### config.mk
export PLATFORM = sky130hd
export DESIGN_NAME = fifo_rd_ctrl
export DESIGN_NICKNAME = d
export VERILOG_FILES = /design/src/rtl/fifo_rd_ctrl.sv
export SDC_FILE = /design/constraint.sdc
export NUM_CORES = 1
export LEC_CHECK = 0
export ABC_AREA = 0
export BUFFER_PORTS_ARGS = -buffer_cell sky130_fd_sc_hd__buf_4
export CORE_MARGIN = 2
export CORE_UTILIZATION = 30
export DETAILED_ROUTE_END_ITERATION = 6
export GPL_ROUTABILITY_DRIVEN = 0
export PLACE_DENSITY_LB_ADDON = 0.12
export SYNTH_ARGS = -nofsm -noshare
export SYNTH_HDL_FRONTEND = slang
export SYNTH_SLANG_ARGS = --single-unit
export TNS_END_PERCENT = 5
### constraint.sdc
create_clock -name clk -period 3.1 [get_ports clk]
set_input_delay 0.31 -clock clk [delete_from_list [all_inputs] [get_ports clk]]
set_output_delay 0.31 -clock clk [all_outputs]
set_load 0.03 [all_outputs]
### src/rtl/fifo_rd_ctrl.sv
`default_nettype none
// +----------------------------------------------------------------------------+
// | fifo_rd_ctrl : async FIFO read-domain pointer, sync chain and level flags   |
// | Rev 1.0                                                                     |
// +----------------------------------------------------------------------------+
module fifo_rd_ctrl #(
  parameter int ADDR_W      = 4,
  parameter int SYNC_STAGES = 2,
  parameter int AE_THRESH   = 2
) (
  input  logic              clk,
  input  logic              rst,
  input  logic [ADDR_W:0]   wptr_gray,
  input  logic              rd_en,
  output logic [ADDR_W-1:0] raddr,
  output logic [ADDR_W:0]   rptr_gray,
  output logic              empty,
  output logic              almost_empty,
  output logic [ADDR_W:0]   level,
  output logic              underflow
);

  localparam int            PW     = ADDR_W + 1;
  localparam logic [PW-1:0] AE_LVL = PW'(AE_THRESH);

  logic [SYNC_STAGES-1:0][PW-1:0] sync_q;

  logic [PW-1:0] wsync;
  logic [PW-1:0] wbin;
  logic [PW-1:0] rbin_q,  rbin_d;
  logic [PW-1:0] rgray_q, rgray_d;
  logic [PW-1:0] level_q, level_d;
  logic          empty_q, empty_d;
  logic          ae_q,    ae_d;
  logic          uf_q,    uf_d;
  logic          rd_fire;

  function automatic logic [PW-1:0] gray2bin(input logic [PW-1:0] g);
    logic [PW-1:0] b;
    b[PW-1] = g[PW-1];
    for (int i = PW - 2; i >= 0; i--) begin
      b[i] = b[i+1] ^ g[i];
    end
    return b;
  endfunction

  // Plain flop chain: every bit is resampled each clk, no logic between stages.
  always_ff @(posedge clk or posedge rst) begin
    if (rst) begin
      sync_q <= '0;
    end else begin
      sync_q <= {sync_q[SYNC_STAGES-2:0], wptr_gray};
    end
  end

  assign wsync = sync_q[SYNC_STAGES-1];
  assign wbin  = gray2bin(wsync);

  always_comb begin
    rd_fire = rd_en & ~empty_q;
    rbin_d  = rbin_q + {{(PW-1){1'b0}}, rd_fire};
    rgray_d = rbin_d ^ (rbin_d >> 1);
    // Flags use the post-read pointer so back-to-back reads never see a stale level.
    empty_d = (rgray_d == wsync);
    level_d = wbin - rbin_d;
    ae_d    = (level_d <= AE_LVL);
    uf_d    = uf_q | (rd_en & empty_q);
  end

  always_ff @(posedge clk or posedge rst) begin
    if (rst) begin
      rbin_q  <= '0;
      rgray_q <= '0;
      level_q <= '0;
      empty_q <= 1'b1;
      ae_q    <= 1'b1;
      uf_q    <= 1'b0;
    end else begin
      rbin_q  <= rbin_d;
      rgray_q <= rgray_d;
      level_q <= level_d;
      empty_q <= empty_d;
      ae_q    <= ae_d;
      uf_q    <= uf_d;
    end
  end

  assign raddr        = rbin_q[ADDR_W-1:0];
  assign rptr_gray    = rgray_q;
  assign empty        = empty_q;
  assign almost_empty = ae_q;
  assign level        = level_q;
  assign underflow    = uf_q;

endmodule
`default_nettype wire

==> metrics.txt, run 1 <==
grt ovf 0; commonest non-fill, non-tap cells in the layout 25 x dfrtp_1, 24 x buf_4, 15 x xnor2_1; clock latency on the worst-skew pair ~0.27 ns; DIE WIDTH approximately 66 um; DRC Markers 0; Die Height roughly 66 um; Site Rows 22; routing usage on met2 ~15%; htree depth 1; met3 Use GR between 2 and 3%; CTS tree built; Inst Count DP about 150; TNS Setup 0 ns; Clock transition at path regs ~0.090 ns; I/O Buffers 24; yosys warns 0; status finished clean; min setup slack post-route 0.333 ns; die area ~4400 um2; initial antenna violation count 0; Worst Tran Pin Value approximately 1.0 ns; Max-slew headroom between 30 and 40%; Startpoint Class flop; area added between synthesis and finish 23.3%; drt via density approximately 4.1; Final Hold Vio Count 0; DP Wirelength 1.36 mm; initial core utilization around a third; Detailed Routing Iterations Pass 1 3; clk sinks 27; CTS buffer count 3; WP data arrival between 2 and 3 ns; ant diodes 0; count of cell types in the netlist 21; number of global-route vias before repair ~640; Place WS ~0.35 ns; post-CTS resize count 0; fmax approximately 360 MHz; Mapped Area around 1200 um2; syn nets slightly below 100; Pins Over Slew Limit 0; Routed WL about 1.9 mm; Initial DRC Count 22; HP Class in2reg; Non-Filler Instances about 160; Worst EP required between 3 and 4 ns; Clock Path Buffers 2; final instance area about 1400 um2; Hold-fix buffers, CTS 0; met1 Use GR 12.5%; multi-input logic area approximately 440 um2; commonest non-fill, non-tap cell in the layout dfrtp_1; first-pass GRT wire length slightly above 3 mm; skew final around 0.0041 ns; final setup violation count 0; most used routing layer met2; total number of vias around 650; total track usage 9.60%; # Post-CTS Setup Buffers 0; Seq/Total Area, Yosys 58.4%; Final #Nets approximately 120; core area about 3700 um2; layout cell share with drive strength beyond 1 roughly 29%; Layout fillers around 390; CP max FO 3; period utilisation layout about nine tenths; Antenna Nets Post-Route 0; pin count of the biggest net entering global routing 28; Setup CP Type reg2reg; clock root buffer clkbuf_8; Period minus WS final between 2 and 3 ns; I/O pins 25; RSZ-0062 raised after global routing false; Worst Setup End Kind flop; #FFs+latches synth 27; Register Area 678 um2; Syn Inst Count slightly above 80; Max Cap Violations 0; placed cell areas ~1400 um2; WL/cell about 12 um; syn avg cell area between 10 and 15 um2
==> flip-flops by register name, summed over array words and instances (netlist names) <==
signal / flops
level: 5
rbin_q: 5
sync_q: 5
wsync: 5
rptr_gray: 4
almost_empty: 1
empty: 1
underflow: 1
==> layout make-up <==
class	count	share of cell area (%)
Tap cell	48	4.20
Clock buffer	4	3.15
Timing Repair Buffer	24	12.6
Multi-Input combinational cell	46	30.9
Sequential cell	27	47.4
Inverter	7	1.84
==> synth_stat cells, drive strengths merged <==
library cell	n	area share, %
nand2	1	0.32
a2111oi	1	1.3
a311oi	1	0.75
nor2b	2	1.1
a21o	3	1.9
a31oi	1	0.54
xnor2	15	11
nand3	2	0.86
and3b	1	0.75
dfrtp	25	54
buf	2	1.3
and4b	1	0.86
inv	7	2.3
xor3	2	4.2
xor2	6	4.5
fa	1	1.7
nand4	1	0.54
a21oi	2	0.86
dfstp	2	4.5
ha	6	6.5
==> worst paths after layout <==
check                           slack (ns)      endpoint    startpoint  cells past startpoint
worst max-delay path                  0.33  almost_empty      wsync[4]                      9
worst min-delay path                  0.14     sync_q[1]  wptr_gray[1]                      1
worst max register to register        0.33  almost_empty      wsync[4]                      9
worst min register to register        0.35      wsync[2]     sync_q[2]                      0
max in group asynchronous             2.21     rbin_q[3]           rst                      2
min in group asynchronous             0.28      wsync[1]           rst                      2
==> layer usage <==
layer	part of all wire (%)	vias up
met2	46	19
met3	5.5	4
li1	-	319
met1	47	304
met5	0	-
met4	1.6	0
==> cells by family after synthesis <==
family | count (synthesis) | synth area share [%]
DFF | 27 | 58.4
xor gates and xnor gates | 23 | 20.0
buffers and inverters | 9 | 3.56
AOI/OAI and AO/OA | 8 | 5.39
and+or+nand+nor | 8 | 4.42
adders and majority gates | 7 | 8.19
==> per-stage QoR <==
step | utilization, % | hold slack, ns
5_1_grt | 38.8 | 0.121
3_5_place_dp | 37.6 | 0.336
3_3_place_gp | 37.6 | 0.333
4_1_cts | 38.8 | 0.132
6_report | 38.8 | 0.139
2_1_floorplan | - | 0.331
==> worst max-delay path, cell delays in order, from the launching register on <==
cell,delay [ns]
dfrtp_1,0.42
xor3_2,0.50
xor2_1,0.32
xnor2_1,0.18
ha_1,0.17
inv_1,0.06
fa_1,0.39
a31oi_1,0.18
xnor2_1,0.11
a2111oi_2,0.34
Power of run 1 is not shown: default switching activity piles up to over one toggle a cycle in this logic, so the estimate is an artifact.
==> inputs of run 2 (changes only) <==
--- a/config.mk
+++ b/config.mk
@@ -5,10 +5,11 @@
 export SDC_FILE = /design/constraint.sdc
 export NUM_CORES = 1
 export LEC_CHECK = 0
-export ABC_AREA = 0
+export ABC_AREA = 1
 export BUFFER_PORTS_ARGS = -buffer_cell sky130_fd_sc_hd__buf_4
 export CORE_MARGIN = 2
 export CORE_UTILIZATION = 30
+export CTS_BUF_LIST = sky130_fd_sc_hd__clkbuf_8
 export DETAILED_ROUTE_END_ITERATION = 6
 export GPL_ROUTABILITY_DRIVEN = 0
 export PLACE_DENSITY_LB_ADDON = 0.12
==> run 2 against run 1 <==
Compared with the run above:
- setup slack improved by 0.37 ns
- count of clock-buffer cells in the layout fell by 1
- sequential cell count did not move
- final cell count rose by 43%
- critical path type unchanged
- utilization fell by 1.3 points
- die area rose by 13%
- sequential share of layout area fell by 5.3 points
==> metrics.txt, run 2 <==
syn avg cell area 9.22 um2 (-35%); CP Cell Sequence inv_1 -> nand2_1 -> nand3_1 -> nand2_2 -> xor2_2 -> xor2_1 -> ha_1 -> inv_1 -> fa_1 -> inv_1 -> nor2_1 -> nor2_1 -> nand3_1 -> nor2_2; pin count of the biggest net entering global routing 28 (unchanged); ant diodes 0 (unchanged); period utilisation layout 77.3% (-12 points); WL/cell 10.8 um (-9.1%); # Post-CTS Setup Buffers 0 (unchanged); clock root buffer clkbuf_8; Antenna Nets Post-Route 0 (unchanged); Worst Setup End Kind flop; Initial DRC Count 33 (+50%); grt ovf 0 (unchanged); Clock Path Buffers 2 (unchanged); I/O Buffers 24 (unchanged); total track usage 10.9% (+1.3 points); ranking of synthesized cells by area dfrtp_1 47%, nand2_1 9.9%, nand2_2 8.0%, ha_1 5.7%, nand3_1 5.3%; DRC Markers 0 (unchanged); number of global-route vias before repair 955 (+48%); final setup violation count 0 (unchanged); Clock transition at path regs 0.09 ns (about the same); Die Height 70.5 um (+6.5%); DIE WIDTH 70.5 um (+6.5%); ys async rst share 100% (unchanged); Max-slew headroom 33.4% (+0.60 points); status finished clean; layout cell share with drive strength beyond 1 33.3% (+4.6 points); Place WS 0.739 ns (+0.392 ns); Site Rows 24 (+9.1%); Hold-fix buffers, CTS 0 (unchanged); CP max FO 4 (+1); final core occ 37.5% (-1.3 points); LEAKAGE 0.000861 uW; min setup slack post-route 0.705 ns (+0.372 ns); core area 4290 um2 (+16%); Setup CP Type reg2reg; Routed WL 2.41 mm (+30%); Max rail drop VDD 0.446 mV; Detailed Routing Iterations Pass 1 4 (+1); drt via density 4.22 (+2.0%); max incr delay on CP 0.47 ns (-0.03 ns); htree depth 1 (unchanged); yosys warns 0 (unchanged); initial antenna violation count 0 (unchanged); total number of vias 942 (+46%); total power 1760 uW; critical path's top delay family simple AND/OR/NAND/NOR gates; die area 4970 um2 (+13%); Post-synth top cells 35 x nand2_1, 25 x dfrtp_1, 18 x inv_1; DP Wirelength 1.83 mm (+34%); count of cell types in the netlist 21 (unchanged); commonest non-fill, non-tap cells in the layout 35 x nand2_1, 25 x dfrtp_1, 24 x buf_4; Period minus WS final 2.40 ns (-0.372 ns); CTS tree built; clk sinks 27 (unchanged); CP dominant cell by count inv_1; Inst Count DP 219 (+44%); fmax 417 MHz (+16%); Pins Over Slew Limit 0 (unchanged); TNS Setup 0 ns (unchanged); count leader, synth nand2_1; Worst Tran Pin Value 0.998 ns (-0.00898 ns); RSZ-0062 raised after global routing false; Worst EP required 3.31 ns (+0.04 ns); WP data arrival 2.61 ns (-0.33 ns); top_reg_cell synth dfrtp_1; area added between synthesis and finish 21.3%; clock latency on the worst-skew pair 0.27 ns (about the same); cell taking the most area after synthesis dfrtp_1; buffers and inverters on the worst path 3 (+2); HP Class in2reg; post-CTS resize count 0 (unchanged); Register Area 678 um2 (unchanged); Mapped Area 1330 um2 (+14%); Max Cap Violations 0 (unchanged); Syn Inst Count 144 (+76%); first-pass GRT wire length 4.37 mm (+42%); syn nets 159 (+64%); top-area cell type share of the netlist area 47.1% (-6.8 points); I/O pins 25 (unchanged); Startpoint Class flop; crit path max-delay cell type fa_1; Seq/Total Area, Yosys 51.1% (-7.3 points); skew final 0.00192 ns (-0.00220 ns); Non-Filler Instances 223 (+43%); EDFF count, synth 0 (unchanged); PwrDens ~1100 nW/um2; Final Hold Vio Count 0 (unchanged); multi-input logic area 567 um2 (+28%); CTS buffer count 3 (unchanged); initial core utilization 30.9% (-0.56 points); Layout fillers 431 (+12%); #FFs+latches synth 27 (unchanged); Final #Nets 187 (+51%); commonest non-fill, non-tap cell in the layout nand2_1
-- run 2: cell count changes in the layout (fill, tap and decap cells not counted), sizes merged, moves of 9 or more --
cell / before / now
inv: 7 / 21
nand2: 1 / 53
nand3: 2 / 16
nor2: 0 / 9
xnor2: 15 / 0
-- run 2: layout make-up --
class                   instances  share of cell area, %
flip-flops and latches         27                   42.1
multi-input cells              96                   35.2
repair buffers                 24                   11.2
inverters                      20                   4.66
well taps                      52                   4.04
clock buffers                   3                   2.56
clock inverters                 1                  0.233
-- run 2: power by group --
group          switching [uW]  internal, uW
combinational             654           360
sequential               82.5           471
clock                     106          88.8
-- run 2: path summary, 6_finish.rpt --
| check | from | endpoint | slack [ns] | cells after the start |
|---|---|---|---|---|
| setup / recovery | wsync[3] | almost_empty | 0.70 | 14 |
| hold reg to reg | sync_q[3] | wsync[3] | 0.35 | 0 |
| min in group asynchronous | rst | sync_q[0] | 0.27 | 2 |
| max in group asynchronous | rst | rptr_gray[3] | 2.23 | 2 |
| setup reg to reg | wsync[3] | almost_empty | 0.70 | 14 |
| hold / removal | wptr_gray[1] | sync_q[1] | 0.14 | 1 |
-- run 2: kinds of logic after synthesis --
kind of cell,after synthesis,share of synthesized area (%)
compound gates,4,1.98
xor+xnor,4,3.21
fa+ha+maj,7,7.16
buf+inv,21,6.22
flops,27,51.1
simple gates,81,30.3
-- run 2: per-stage QoR --
stage / hold WS [ns] / instance area (um2)
after CTS: 0.136 / 1610
after global placement: 0.334 / 1570
after global routing: 0.125 / 1610
after floorplan: 0.331 / 1330
after detailed placement: 0.336 / 1570
final: 0.139 / 1610
-- run 2: routing by layer --
| layer | track usage [%] | wire length (um) | up-vias |
|---|---|---|---|
| met4 | 4.49 | 42 | 0 |
| met2 | 16.9 | 1100 | 21 |
| met5 | 0 | 0 | - |
| met1 | 15.5 | 1170 | 419 |
| met3 | 1.44 | 86 | 5 |
| li1 | - | - | 497 |
Note: power is estimated with default switching activity, not from simulation.
